===== src/rtl/add_pkg_hdl.sv =====
// add_pkg_hdl: shared defaults, result record and reference adder for the add environment
package add_pkg_hdl;
  localparam int ADD_WIDTH_DEFAULT = 4;
  localparam int FIFO_DEPTH_DEFAULT = 4;
  typedef struct packed {
    logic [ADD_WIDTH_DEFAULT:0] sum;
    logic [7:0] tag;
  } add_result_t;
  function automatic logic [32:0] add_ref(input logic [31:0] a, input logic [31:0] b);
    return {1'b0, a} + {1'b0, b};
  endfunction
endpackage


===== src/rtl/add_resp_fifo.sv =====
// add_resp_fifo: synchronous result FIFO; when empty the output holds the last popped word
module add_resp_fifo #(
  parameter int width = 5,
  parameter int depth = 4
) (
  input  logic clk,
  input  logic rst,
  input  logic push,
  input  logic pop,
  input  logic [width-1:0] wdata,
  output logic [width-1:0] rdata,
  output logic full,
  output logic empty,
  output logic [$clog2(depth):0] count
);
  localparam int aw = $clog2(depth);
  localparam int cw = aw + 1;
  logic [width-1:0] mem [depth];
  logic [width-1:0] last;
  logic [aw-1:0] wr, rd;
  logic do_pop;
  assign do_pop = pop && !empty;
  assign full = count == cw'(depth);
  assign empty = count == '0;
  assign rdata = empty ? last : mem[rd];
  always_ff @(posedge clk)
    if (push) mem[wr] <= wdata;
  always_ff @(posedge clk or posedge rst)
    if (rst) begin
      wr <= '0;
      rd <= '0;
      count <= '0;
      last <= '0;
    end else begin
      if (push) wr <= wr + aw'(1);
      if (do_pop) begin
        last <= mem[rd];
        rd <= rd + aw'(1);
      end
      count <= count + cw'(push) - cw'(do_pop);
    end
  always_comb
    if (!rst) assert (!(push && full && !do_pop));
endmodule


===== src/rtl/add_resp_pipe.sv =====
// add_resp_pipe: two-stage adder pipeline feeding a result FIFO, credit-limited so no result is dropped
module add_resp_pipe
  import add_pkg_hdl::*;
#(
  parameter int add_width = ADD_WIDTH_DEFAULT,
  parameter int FIFO_DEPTH = FIFO_DEPTH_DEFAULT
) (
  input  logic clk,
  input  logic rst,
  input  logic in_valid,
  output logic in_ready,
  input  logic [add_width-1:0] a,
  input  logic [add_width-1:0] b,
  output logic out_valid,
  input  logic out_ready,
  output logic [add_width:0] sum,
  output logic [$clog2(FIFO_DEPTH):0] occupancy
);
  localparam int cw = $clog2(FIFO_DEPTH) + 1;
  logic s1_v, s2_v, accept, pop, full, empty;
  logic [add_width-1:0] s1_a, s1_b;
  logic [add_width:0] s2_sum, next_sum;
  logic [cw-1:0] credits, fifo_count;
  assign in_ready = !rst && (credits < cw'(FIFO_DEPTH));
  assign accept = in_valid && in_ready;
  assign out_valid = !empty;
  assign pop = out_valid && out_ready;
  assign occupancy = credits;
  assign next_sum = {1'b0, s1_a} + {1'b0, s1_b};
  always_ff @(posedge clk or posedge rst)
    if (rst) begin
      s1_v <= 1'b0;
      s2_v <= 1'b0;
      s1_a <= '0;
      s1_b <= '0;
      s2_sum <= '0;
      credits <= '0;
    end else begin
      s1_v <= accept;
      s2_v <= s1_v;
      if (accept) begin
        s1_a <= a;
        s1_b <= b;
      end
      if (s1_v) s2_sum <= next_sum;
      credits <= credits + cw'(accept) - cw'(pop);
    end
  add_resp_fifo #(.width(add_width + 1), .depth(FIFO_DEPTH)) u_fifo (
    .clk(clk), .rst(rst), .push(s2_v), .pop(pop), .wdata(s2_sum),
    .rdata(sum), .full(full), .empty(empty), .count(fifo_count)
  );
  // every credit is either in a pipeline stage or sitting in the FIFO
  always_comb
    if (!rst) begin
      assert (credits <= cw'(FIFO_DEPTH));
      assert (credits == cw'(s1_v) + cw'(s2_v) + fifo_count);
      assert (!(full && s2_v && !pop));
      if (s1_v) assert (33'(next_sum) == add_ref(32'(s1_a), 32'(s1_b)));
    end
  assert property (@(posedge clk) disable iff (rst) out_valid && !out_ready |=> out_valid && $stable(sum));
endmodule


===== config.mk =====
export PLATFORM = sky130hd
export DESIGN_NAME = add_resp_pipe
export DESIGN_NICKNAME = d
export VERILOG_FILES = /design/src/rtl/add_pkg_hdl.sv /design/src/rtl/add_resp_fifo.sv /design/src/rtl/add_resp_pipe.sv
export SDC_FILE = /design/constraint.sdc
export NUM_CORES = 1
export LEC_CHECK = 0
export BUFFER_PORTS_ARGS = -buffer_cell sky130_fd_sc_hd__buf_4
export CAP_MARGIN = 0
export CORE_ASPECT_RATIO = 0.5
export CORE_MARGIN = 1
export CORE_UTILIZATION = 30
export CTS_CLUSTER_SIZE = 24
export DETAILED_ROUTE_END_ITERATION = 10
export SLEW_MARGIN = 20
export SYNTH_ARGS = -nofsm -noshare
export SYNTH_HDL_FRONTEND = slang
export SYNTH_SLANG_ARGS = --single-unit

===== constraint.sdc =====
create_clock -name clk -period 2.6 [get_ports clk]
set_input_delay 0.13 -clock clk [delete_from_list [all_inputs] [get_ports clk]]
set_output_delay 0.13 -clock clk [all_outputs]
set_load 0.05 [all_outputs]

# Yosys cells after proc, flatten, opt, wreduce, memory -nomap -nowiden
# Memory sizes are Yosys's and may differ from the RTL's.
# Cells that the tools add are included.
dict set report totals {
  regBits 30
  ram_bits 20
  input_bits 12
  output_inout_bits 10
  elab_cells 29
  memories 1
}
# memory words word_bits read_ports rd_clocked_by_memory_dff wr line
set mem_list {}
lappend mem_list {u_fifo.mem 4 5 1 0 1 add_resp_fifo.sv:18} ;# logic [width-1:0] mem [depth];
dict set report op_classes {
  add_sub_neg 7
  order_cmp 1
  muxes 3
  n_reduce_logical 7
}
# op n
set ops {}
lappend ops {{adder 3 x 1 -> 3 bit} 2}
lappend ops {{subtractor 3 x 1 -> 3 bit} 2}
lappend ops {{adder 4 x 4 -> 5 bit} 1}
lappend ops {{2-to-1 mux 5 bit} 1}
lappend ops {{adder 2 x 1 -> 2 bit (second input constant)} 2}
lappend ops {{logical AND 1 bit} 4}
lappend ops {{zero test 3 bit} 1}
lappend ops {{< comparator 3 bit (second input constant)} 1}
lappend ops {{zero test 1 bit} 2}
lappend ops {{2-to-1 mux 1 bit} 2}

# Logic depth before layout (Yosys ltp)
dict set report logic_depth {
  depth_word 5
  depth_mapped 10
  mapped_depth_nobuf 9
}

# Cells and area by module
# Synthesis repeated with hierarchy kept, for this count alone.
dict set report unflattened {
  hier_cells 147
  area_unflattened_um2 2290.9
}
# module n_inst cells_per_inst area_each_um2 seq_area_each_um2
set by_module_without_submodules {}
lappend by_module_without_submodules {add_resp_fifo 1 79 1391.3 900.9}
lappend by_module_without_submodules {add_resp_pipe 1 68 899.6 450.4}

# Worst setup path before layout
# No wires, ideal clock.
dict set report synth_timing {
  path_kind {reg2reg}
  from {register credits[2] (netlist: occupancy[2])}
  to {register credits[2] (netlist: occupancy[2])}
  setup_time_ns 0.141
  arrival_ns 2.912
  required_ns 2.459
  slack_ns -0.453
  stages_incl_launch_ff 11
  n_path_buf 1
  period_less_slack_ns 3.053
  path_cell_list {dfrtp_1 nor2_1 and2_1 buf_2 inv_1 ha_1 inv_1 ha_1 fa_1 xor2_1 xnor2_1}
}
dict set report synth_between {
  elab_chain_cells 5
}
# element line
set synth_rtl {}
lappend synth_rtl {{start, declared} add_resp_pipe.sv:23} ;# logic [cw-1:0] credits, fifo_count;
lappend synth_rtl {{start signal, assigned} add_resp_pipe.sv:46} ;# credits <= credits + cw'(accept) - cw'(pop);
lappend synth_rtl {{< comparator 3 bit} add_resp_pipe.sv:24} ;# assign in_ready = !rst && (credits < cw'(FIFO_DEPTH));
lappend synth_rtl {{logical AND 1 bit} add_resp_pipe.sv:24}
lappend synth_rtl {{net in_ready} add_resp_pipe.sv:11} ;# output logic in_ready,
lappend synth_rtl {{logical AND 1 bit} add_resp_pipe.sv:25} ;# assign accept = in_valid && in_ready;
lappend synth_rtl {{net accept} add_resp_pipe.sv:20} ;# logic s1_v, s2_v, accept, pop, full, empty;
lappend synth_rtl {{adder 3 x 1 -> 3 bit} add_resp_pipe.sv:46}
lappend synth_rtl {{subtractor 3 x 1 -> 3 bit} add_resp_pipe.sv:46}
# The timed path passes the listed nets, and every way through them passes these cells.
# A chain may end at the register's enable or synchronous reset.

# Worst setup path in the final report
dict set report layout_timing {
  from {register u_fifo.count[2]}
  to {register u_fifo.count[2]}
}
dict set report layout_between {
  elab_chain_cells 5
  elab_cells_between_ends 6
  classes_between {add/sub: 2; reduce/logical: 4}
}
# element line
set layout_rtl {}
lappend layout_rtl {{start, declared} add_resp_fifo.sv:14} ;# output logic [$clog2(depth):0] count
lappend layout_rtl {{start signal, assigned} add_resp_fifo.sv:40} ;# count <= count + cw'(push) - cw'(do_pop);
lappend layout_rtl {{parallel branches: the longest is 4 deep, another holds adder 3 x 1 -> 3 bit} -}
lappend layout_rtl {{subtractor 3 x 1 -> 3 bit *} add_resp_fifo.sv:40}
# Mark *: on every way between the ends.

==> results.md <==
* Outcome: completed
* Worst hold path type: primary input to flop
* HP Start: a[2]
* Starting Density at 31.90%
* Clk_lat worst skew at 0.29 ns
* CTS tree: built
* Final hold viol count at 0
* Synth Instances at 142
* Wire length per cell after detailed routing at 12.69 um
* Post-synthesis sequential area ratio at 61.54%
* Clock buffer depth at 2
* Final core utilization at 37.99%
* IO Pins at 22
* Worst Max-Slew Pin Slew at 0.5384 ns
* Root Buffer: clkbuf_16
* Slowest cell on crit path: o31a_1
* Layout Nets at 194
* Die Ht at 62.50 um
* # resized after CTS at 0
* Placeable Area at 0.006884 mm^2
* Antenna violations before repair at 0
* YS warnings at 0
* Syn-to-layout area delta at 19.09%
* Placed Area at 0.002457 mm^2
* Final worst path period share at 84.68%
* Min cycle time layout at 2.202 ns
* Maxcap violations at 0
* Gr usage total at 10.22%
* Reg clk slew, reported paths at 0.06 ns
* TritonCTS Buffers at 5
* Slew HR at 64.07%
* R2R Path End: u_fifo.count[2]
* Syn Nets at 169
* Worst Path Max Fanout at 8
* RSZ-0062 raised after global routing: false
* Setup crit end kind: flop
* Hpwl dp at 2.386 mm
* Skew final at 0.007543 ns
* Share of layout cells above drive strength 1 at 33.93%
* First-pass GRT wire length at 5.740 mm
* Detailed Route Iter0 Violations at 30
* Worst-case reg-to-reg path depth at 8
* Post-synthesis cell type count at 23
* Final max-slew violation count at 0
* Syn_area_per_cell at 15.46 um^2
* Post-DRT Antenna Nets at 0
* Flop-to-flop setup slack at 0.40 ns
* Clock Sinks at 50
* CP peak stage delay at 0.45 ns
* Setup TNS at 0 ns
* DRC viols at 0
* Fmax at 454.2 MHz
* Kind of critical path: flop to flop
* Worst Hold End: s1_a[2]
* Arr. time, crit path at 2.41 ns
* Routed via count at 1098
* Synthesized area at 0.002196 mm^2
* Layout Cells excl Fill at 260
* Register bit total from synthesis at 50
* Pwr/cell area at 1289 mW/mm^2
* Setup violators final at 0
* Req. time, crit path at 2.80 ns
* Min Hold Slack at 0.07998 ns
* DRT Wirelength at 3.299 mm
* Inst Count DP at 251
* Max rail drop VDD at 0.0003351 V
* CP startpoint kind: flop
* Leak pwr at 1.088 nW
* Launching point of the worst reg2reg path: u_fifo.count[2]
* Die ar. at 0.007686 mm^2
* Total gr overflow at 0
* Row count at 21
* Critical Path, Cell by Cell: o31a_1 > ha_1 > inv_1 > ha_1 > inv_1 > fa_1 > xnor2_1 > xnor2_1
* Vias per cell at 4.223
* Drt first pass iters at 4
* Cell area after layout at 0.002615 mm^2
* Largest net degree at the start of global routing at 18
* Placer congestion estimate at 0.6587
* Diodes inserted at 0
* PortBufs at 21
* H-tree levels at 2
* Vias in the first global route at 1179
* Hold depth at 2
* Die Width at 123.0 um
sequential cells by signal (all words and copies together) (netlist names):
name,cells
u_fifo.mem,20
s2_sum,5
u_fifo.last,5
s1_a,4
s1_b,4
occupancy,3
u_fifo.count,3
u_fifo.rd,2
u_fifo.wr,2
s1_v,1
s2_v,1
area by class of cell:
class	count	area [um^2]
inverters	14	52.55
repair buffers	24	182.7
clock inverters	1	5.005
fillers	641	4269
flip-flops and latches	50	1353
well taps	92	115.1
clock buffers	7	142.6
multi-input cells	72	764.5
report_power, final:
part	switching, mW	total [mW]	internal [mW]
combinational	0.742	1.35	0.610
sequential	0.242	1.38	1.13
clock	0.261	0.642	0.381
cell usage in the layout, fill, tap and decap left out, drive strengths merged, types with 2 or more instances in the layout:
cell and instances:
mux2 20, clkbuf 7, dfrtp 30, buf 23
nor2 3, mux4 5, or3 2, ha 12
o31a 2, nand2 3, fa 3, and2 5
inv 14, xor2 3, edfxtp 20, a21oi 4
xnor2 5
cells in the mapped netlist (all sizes together):
library cell  number  area (um^2)
a21o               1        7.510
a21oi              4        20.02
and2               5        31.28
buf                5        31.28
clkbuf             1        3.750
dfrtp             30        750.7
edfxtp            20        600.6
fa                 3        60.06
ha                12        150.1
inv               14        52.55
mux2              20        225.2
mux4               5        112.6
nand2              3        11.26
nand4              1        6.260
nor2               3        11.26
o2111ai            1        8.760
o21ai              1        5.000
o31a               2        17.52
or3                2        12.51
or4                1        7.510
xnor2              5        43.79
xor2               3        26.28
routing by layer:
| layer | part of all wire [%] | vias to the layer above | track usage, % |
|---|---|---|---|
| met4 | 2.7 | 0 | 6.325 |
| met2 | 43 | 18 | 14.26 |
| met1 | 51 | 527 | 13.80 |
| li1 | - | 546 | - |
| met3 | 3.3 | 7 | 3.102 |
| met5 | 0 | - | 0 |
through the flow:
step	setup slack, ns	power (mW)
3_3_place_gp	0.5002	2.721
6_report	0.3983	3.371
2_1_floorplan	0.07072	2.425
3_5_place_dp	0.3977	2.764
5_1_grt	0.2285	3.622
4_1_cts	0.3788	3.425
worst max-delay path: cells and delay by family (launching register included):
family | cells | cell delay [ns]
adders and majority gates | 3 | 0.81
AOI/OAI and AO/OA | 1 | 0.45
DFF | 1 | 0.42
xor gates and xnor gates | 2 | 0.35
buffers and inverters | 2 | 0.10
worst max-delay path by stage:
stage | end | slack, ns | startpoint
detailed placement | u_fifo.count[2] | 0.40 | u_fifo.count[2]
global route | u_fifo.count[2] | 0.23 | u_fifo.count[2]
floorplan | occupancy[2] | 0.07 | occupancy[2]
global placement | u_fifo.count[2] | 0.50 | u_fifo.count[2]
CTS | u_fifo.count[2] | 0.38 | u_fifo.count[2]
finish | u_fifo.count[2] | 0.40 | u_fifo.count[2]
what timing repair did:
item | in CTS | in global routing
hold buffers | 1 | 0
endpoints found under the hold margin | 13 | 0
setup buffers | 0 | 0
cell families (layout without fill, tap and decap cells):
logic type | Yosys count | after routing | share of synthesized area (%)
buf+inv | 20 | 46 | 3.988
mux | 25 | 25 | 15.38
fa+ha+maj | 15 | 15 | 9.573
flops | 50 | 50 | 61.54
compound gates | 9 | 9 | 2.678
simple gates | 15 | 15 | 3.647
xor+xnor | 8 | 8 | 3.191
No activity file was read; power rests on OpenSTA's default activity.
